`config.mk`:
```
export PLATFORM = sky130hd
export DESIGN_NAME = countdown_timer
export DESIGN_NICKNAME = d
export VERILOG_FILES = /design/src/rtl/countdown_pkg.sv /design/src/rtl/down_digit.sv /design/src/rtl/countdown_timer.sv
export SDC_FILE = /design/constraint.sdc
export NUM_CORES = 1
export LEC_CHECK = 0
export CORE_ASPECT_RATIO = 1.2
export CORE_MARGIN = 2
export CORE_UTILIZATION = 62
export CTS_BUF_LIST = sky130_fd_sc_hd__clkbuf_8 sky130_fd_sc_hd__clkbuf_16
export DETAILED_ROUTE_END_ITERATION = 7
export DONT_BUFFER_PORTS = 1
export HOLD_SLACK_MARGIN = 0.03
export PLACE_DENSITY = 0.87
export SYNTH_ARGS = -nofsm -noshare
export SYNTH_HDL_FRONTEND = slang
export SYNTH_SLANG_ARGS = --single-unit
```
`constraint.sdc`:
```
create_clock -name clk -period 2.25 [get_ports clk]
set_input_delay 0.45 -clock clk [delete_from_list [all_inputs] [get_ports clk]]
set_output_delay 0.45 -clock clk [all_outputs]
set_load 0.05 [all_outputs]
```
`src/rtl/countdown_pkg.sv`:
```
// Shared definitions for the cascaded countdown timer: FSM states,
// digit geometry and the counter-width helper.
package countdown_pkg;

    typedef enum logic [1:0] {
        ST_IDLE   = 2'd0,
        ST_LOADED = 2'd1,
        ST_RUN    = 2'd2,
        ST_PAUSED = 2'd3
    } state_e;

    localparam int DIGIT_W    = 4;
    localparam int MOD_BINARY = 16;
    localparam int MOD_BCD    = 10;

    function automatic int count_width(input int stages);
        return DIGIT_W * stages;
    endfunction

endpackage

```
`src/rtl/down_digit.sv`:
```
// One 4-bit down-counting digit stage with load clamping and borrow-in;
// wraps from 0 to MODULUS-1 when a borrow reaches it.
module down_digit
    import countdown_pkg::*;
#(
    parameter int MODULUS = MOD_BINARY
) (
    input  logic               clk,
    input  logic               reset,
    input  logic               load_i,
    input  logic [DIGIT_W-1:0] load_digit_i,
    input  logic               en_i,
    input  logic               borrow_i,
    output logic [DIGIT_W-1:0] digit_o,
    output logic               is_zero_o
);

    localparam logic [DIGIT_W-1:0] DIGIT_MAX  = DIGIT_W'(MODULUS - 1);
    localparam logic [DIGIT_W-1:0] DIGIT_ZERO = {DIGIT_W{1'b0}};

    function automatic logic [DIGIT_W-1:0] clamp_digit(input logic [DIGIT_W-1:0] d);
        logic [DIGIT_W-1:0] r;
        if (d > DIGIT_MAX) begin
            r = DIGIT_MAX;
        end else begin
            r = d;
        end
        return r;
    endfunction

    logic [DIGIT_W-1:0] digit_q;
    logic [DIGIT_W-1:0] digit_d;

    // Next digit value: a load takes priority over any decrement.
    always_comb begin
        digit_d = digit_q;
        if (load_i) begin
            digit_d = clamp_digit(load_digit_i);
        end else if (en_i && borrow_i) begin
            if (digit_q == DIGIT_ZERO) begin
                digit_d = DIGIT_MAX;
            end else begin
                digit_d = digit_q - DIGIT_W'(1);
            end
        end else begin
            digit_d = digit_q;
        end
    end

    // Digit register.
    always_ff @(posedge clk or posedge reset) begin
        if (reset) begin
            digit_q <= DIGIT_ZERO;
        end else begin
            digit_q <= digit_d;
        end
    end

    assign digit_o   = digit_q;
    assign is_zero_o = (digit_q == DIGIT_ZERO);

endmodule

```
`src/rtl/countdown_timer.sv`:
```
// Loadable cascaded down-counter (binary or BCD digits) with a valid/ready
// load port, start/pause control and a registered done pulse at zero.
module countdown_timer
    import countdown_pkg::*;
#(
    parameter  int STAGES  = 4,
    parameter  int MODULUS = MOD_BINARY,
    localparam int W       = count_width(STAGES)
) (
    input  logic         clk,
    input  logic         reset,
    input  logic         load_valid,
    output logic         load_ready,
    input  logic [W-1:0] load_value,
    input  logic         start,
    input  logic         pause,
    output logic [W-1:0] count,
    output logic         busy,
    output logic         done
);

    state_e            state_q;
    state_e            state_d;
    logic              done_q;
    logic              done_d;
    logic              dec_en_s;
    logic              load_fire_s;
    logic              count_zero_s;
    logic              count_one_s;
    logic [STAGES-1:0] is_zero_s;
    logic [STAGES-1:0] borrow_s;

    // load_ready and busy depend on the state register only.
    assign load_ready   = (state_q == ST_IDLE) || (state_q == ST_LOADED);
    assign busy         = (state_q == ST_RUN) || (state_q == ST_PAUSED);
    assign load_fire_s  = load_valid && load_ready;
    assign count_zero_s = &is_zero_s;
    assign count_one_s  = (count == W'(1));

    // Next-state, done and decrement-enable decode.
    always_comb begin
        state_d  = state_q;
        done_d   = 1'b0;
        dec_en_s = 1'b0;
        case (state_q)
            ST_IDLE: begin
                if (load_fire_s) begin
                    state_d = ST_LOADED;
                end else begin
                    state_d = ST_IDLE;
                end
            end
            ST_LOADED: begin
                if (load_fire_s) begin
                    state_d = ST_LOADED;
                end else if (start) begin
                    if (count_zero_s) begin
                        state_d = ST_IDLE;
                        done_d  = 1'b1;
                    end else begin
                        state_d = ST_RUN;
                    end
                end else begin
                    state_d = ST_LOADED;
                end
            end
            ST_RUN: begin
                if (pause) begin
                    state_d = ST_PAUSED;
                end else if (count_zero_s) begin
                    // Unreachable in normal operation; never let the counter wrap.
                    state_d = ST_IDLE;
                end else begin
                    dec_en_s = 1'b1;
                    if (count_one_s) begin
                        state_d = ST_IDLE;
                        done_d  = 1'b1;
                    end else begin
                        state_d = ST_RUN;
                    end
                end
            end
            ST_PAUSED: begin
                if (start && !pause) begin
                    state_d = ST_RUN;
                end else begin
                    state_d = ST_PAUSED;
                end
            end
            default: begin
                state_d = ST_IDLE;
            end
        endcase
    end

    // State and done registers.
    always_ff @(posedge clk or posedge reset) begin
        if (reset) begin
            state_q <= ST_IDLE;
            done_q  <= 1'b0;
        end else begin
            state_q <= state_d;
            done_q  <= done_d;
        end
    end

    assign done        = done_q;
    assign borrow_s[0] = 1'b1;

    genvar k;
    for (k = 0; k < STAGES; k++) begin : g_digit
        if (k > 0) begin : g_borrow
            assign borrow_s[k] = borrow_s[k-1] && is_zero_s[k-1];
        end

        down_digit #(
            .MODULUS(MODULUS)
        ) u_digit (
            .clk         (clk),
            .reset       (reset),
            .load_i      (load_fire_s),
            .load_digit_i(load_value[DIGIT_W*k +: DIGIT_W]),
            .en_i        (dec_en_s),
            .borrow_i    (borrow_s[k]),
            .digit_o     (count[DIGIT_W*k +: DIGIT_W]),
            .is_zero_o   (is_zero_s[k])
        );
    end

endmodule

```
==> results.sh <==
export IMPL_crit_family="simple AND/OR/NAND/NOR gates"
export IMPL_die_area_um2=2630
export IMPL_die_x_um=47.2
export IMPL_rsz0062_at_grt="false"
export IMPL_die_h_um=55.8
export IMPL_num_vias=1285
export IMPL_ys_flop_type="dfrtp_1"
export IMPL_cp_start_kind="register"
export IMPL_syn_area_per_cell_um2=9.12
export IMPL_layout_commonest_cell="buf_4"
export IMPL_grt_pass1_wl_mm=5.49
export IMPL_grt_pass1_vias=1294
export IMPL_antenna_found_initial=0
export IMPL_fin_tns_setup_ns=0
export IMPL_relSlewSlack=0.502
export IMPL_status="completed"
export IMPL_path_buf_inv=1
export IMPL_dp_slack_ns=0.206
export IMPL_netlist_area_um2=1390
export IMPL_slew_viol_final=0
export IMPL_fin_area_um2=1610
export IMPL_crit_path_end_kind="register"
export IMPL_holdCritPathClass="in -> async"
export IMPL_intPower_mw=1.14
export IMPL_power_switching_mw=1.38
export IMPL_finalWorstSetupSlack_ns=0.168
export IMPL_cts_hold_buf=0
export IMPL_cp_max_fo=8
export IMPL_grt_usage=0.277
export IMPL_final_setup_viol_count=0
export IMPL_synthCells=152
export IMPL_synth_seq_area_share=0.343
export IMPL_ys_warn_count=0
export IMPL_leakage_nw=0.736
export IMPL_drtAntennaViolNets=0
export IMPL_period_needed_ns=2.08
export IMPL_syn_to_final_growth_pct=15.9
export IMPL_combPwrFrac=0.661
export IMPL_gp_congestion=0.863
export IMPL_cts_sinks=19
export IMPL_clockRootBuffer="clkbuf_8"
export IMPL_worstSetupPathType="reg -> reg"
export IMPL_ir_worst_vdd_mv=1.07
export IMPL_ys_types=50
export IMPL_pwr_share_clk=0.093
export IMPL_period_share=0.925
export IMPL_dp_hpwl_mm=2.64
export IMPL_via_per_inst=6.36
export IMPL_start_util=0.662
export IMPL_path_cells="inv_1 > ha_1 > nor3b_4 > o2111ai_2 > or3_1 > a31oi_1"
export IMPL_drc=0
export IMPL_tritoncts="built"
export IMPL_finalWirelength_mm=3.34
export IMPL_path_clk_slew_ns=0.07
export IMPL_fmax_ghz=0.480
export IMPL_core_um2=2090
export IMPL_power_density_nw_per_um2=1570
export IMPL_drt_iter0_drc=31
export IMPL_tightestPinTransition_ns=0.746
export IMPL_dpl_cell_area_um2=1560
export IMPL_max_clock_path_buffers=2
export IMPL_synth_edf_count=0
export IMPL_switching_share=0.547
export IMPL_synthArstFlopShare=1.00
export IMPL_cp_data_required_time_ns=2.43
export IMPL_portBuffers=0
export IMPL_cp_slowest_cell="dfrtp_1"
export IMPL_hold_viol=0
export IMPL_drv_cap=0
export IMPL_io_pins=40
export IMPL_grt_max_degree=20
export IMPL_ys_ff_latch=19
export IMPL_grt_ovfl_total=0
export IMPL_cp_slowest_stage_delay_ns=0.39
export IMPL_diodes=0
export IMPL_post_cts_buffers=0
export IMPL_wl_per_cell_um=16.5
export IMPL_dr_pass1_iters=4
export IMPL_drive_gt1_frac=0.198
export IMPL_finalNetCount=207
export IMPL_rows=18
export IMPL_skew_ns=0.00386
export IMPL_htree_levels=1
export IMPL_numCtsBuffers=3
export IMPL_worstPathArrival_ns=2.26
export IMPL_final_cell_mix="buf_4, dfrtp_1, inv_1"
export IMPL_cts_resized=0
export IMPL_insertion_delay_ns=0.25
export IMPL_synth_nets=186
export IMPL_power_frac_seq=0.246
-- power groups by stage --
stage / clock (mW) / combinational [mW] / sequential [mW]
finish: 0.234 / 1.66 / 0.620
global route: 0.249 / 1.78 / 0.639
global placement: 0 / 1.58 / 0.609
floorplan: 0 / 0.666 / 1.14
CTS: 0.239 / 1.65 / 0.618
detailed placement: 0 / 1.64 / 0.625
-- final cells by class --
cell class | count | area, µm²
Multi-Input combinational cell | 115 | 842
Fill cell | 156 | 488
Sequential cell | 19 | 475
Timing Repair Buffer | 21 | 158
Inverter | 13 | 48.8
Clock buffer | 3 | 41.3
Tap cell | 30 | 37.5
Clock inverter | 1 | 3.75
-- layer usage --
| metal | global-route usage | wire length [µm] | vias up |
|---|---|---|---|
| met5 | 0 | 0 | - |
| met4 | 0.127 | 87 | 0 |
| met3 | 0.0487 | 149 | 11 |
| met2 | 0.472 | 1740 | 54 |
| met1 | 0.317 | 1360 | 620 |
| li1 | - | - | 600 |
-- state kept, by name, summed over array words and instances, names as in the netlist --
signal	flops
done	1
state_q	2
g_digit.u_digit.digit_o	16
-- cells by family (layout without fill, tap and decap cells) --
| family | count (synthesis) | count (layout) | synth area share |
|---|---|---|---|
| AOI/OAI and AO/OA | 48 | 48 | 0.245 |
| and+or+nand+nor | 51 | 51 | 0.222 |
| adders and majority gates | 13 | 13 | 0.117 |
| buffers and inverters | 18 | 38 | 0.0496 |
| DFF | 19 | 19 | 0.343 |
| muxes | 3 | 3 | 0.0235 |
-- stage by stage --
step | instances | utilization | power [mW] | hold slack, ns
global route | 202 | 0.767 | 2.67 | 0.268
floorplan | 152 | - | 1.81 | 0.401
detailed placement | 198 | 0.746 | 2.27 | 0.509
global placement | 198 | 0.746 | 2.19 | 0.495
finish | 202 | 0.767 | 2.52 | 0.208
CTS | 202 | 0.767 | 2.51 | 0.229
-- worst reg2reg max path: stages (launching register included) --
cell       delay [ns]
dfrtp_1          0.39
inv_1            0.11
ha_1             0.28
nor3b_4          0.39
o2111ai_2        0.30
or3_1            0.37
a31oi_1          0.18
-- cells in the mapped netlist, drive strengths merged (3+ instances only) --
| library cell | instances | area, µm² |
|---|---|---|
| dfrtp | 19 | 475 |
| ha | 13 | 163 |
| inv | 13 | 48.8 |
| nor2 | 12 | 45.0 |
| a21oi | 11 | 55.1 |
| nand2 | 11 | 41.3 |
| o21ai | 6 | 30.0 |
| nor3b | 5 | 70.1 |
| nand3 | 4 | 20.0 |
| o31ai | 4 | 30.0 |
| a31oi | 3 | 18.8 |
| clkbuf | 3 | 11.3 |
-- worst paths after layout --
check | start | endpoint | slack [ns] | cells after the start
hold reg to reg | g_digit[1].u_digit.digit_o[0] | g_digit[1].u_digit.digit_o[0] | 0.59 | 2
hold / removal | reset | g_digit[3].u_digit.digit_o[0] | 0.21 | 1
max in group asynchronous | reset | done | 1.57 | 1
setup / recovery | g_digit[0].u_digit.digit_o[1] | g_digit[2].u_digit.digit_o[2] | 0.17 | 6
min in group clk | load_value[0] | g_digit[0].u_digit.digit_o[0] | 0.32 | 2
setup reg to reg | g_digit[0].u_digit.digit_o[1] | g_digit[2].u_digit.digit_o[2] | 0.17 | 6
No activity file was read; power rests on OpenSTA's default activity.
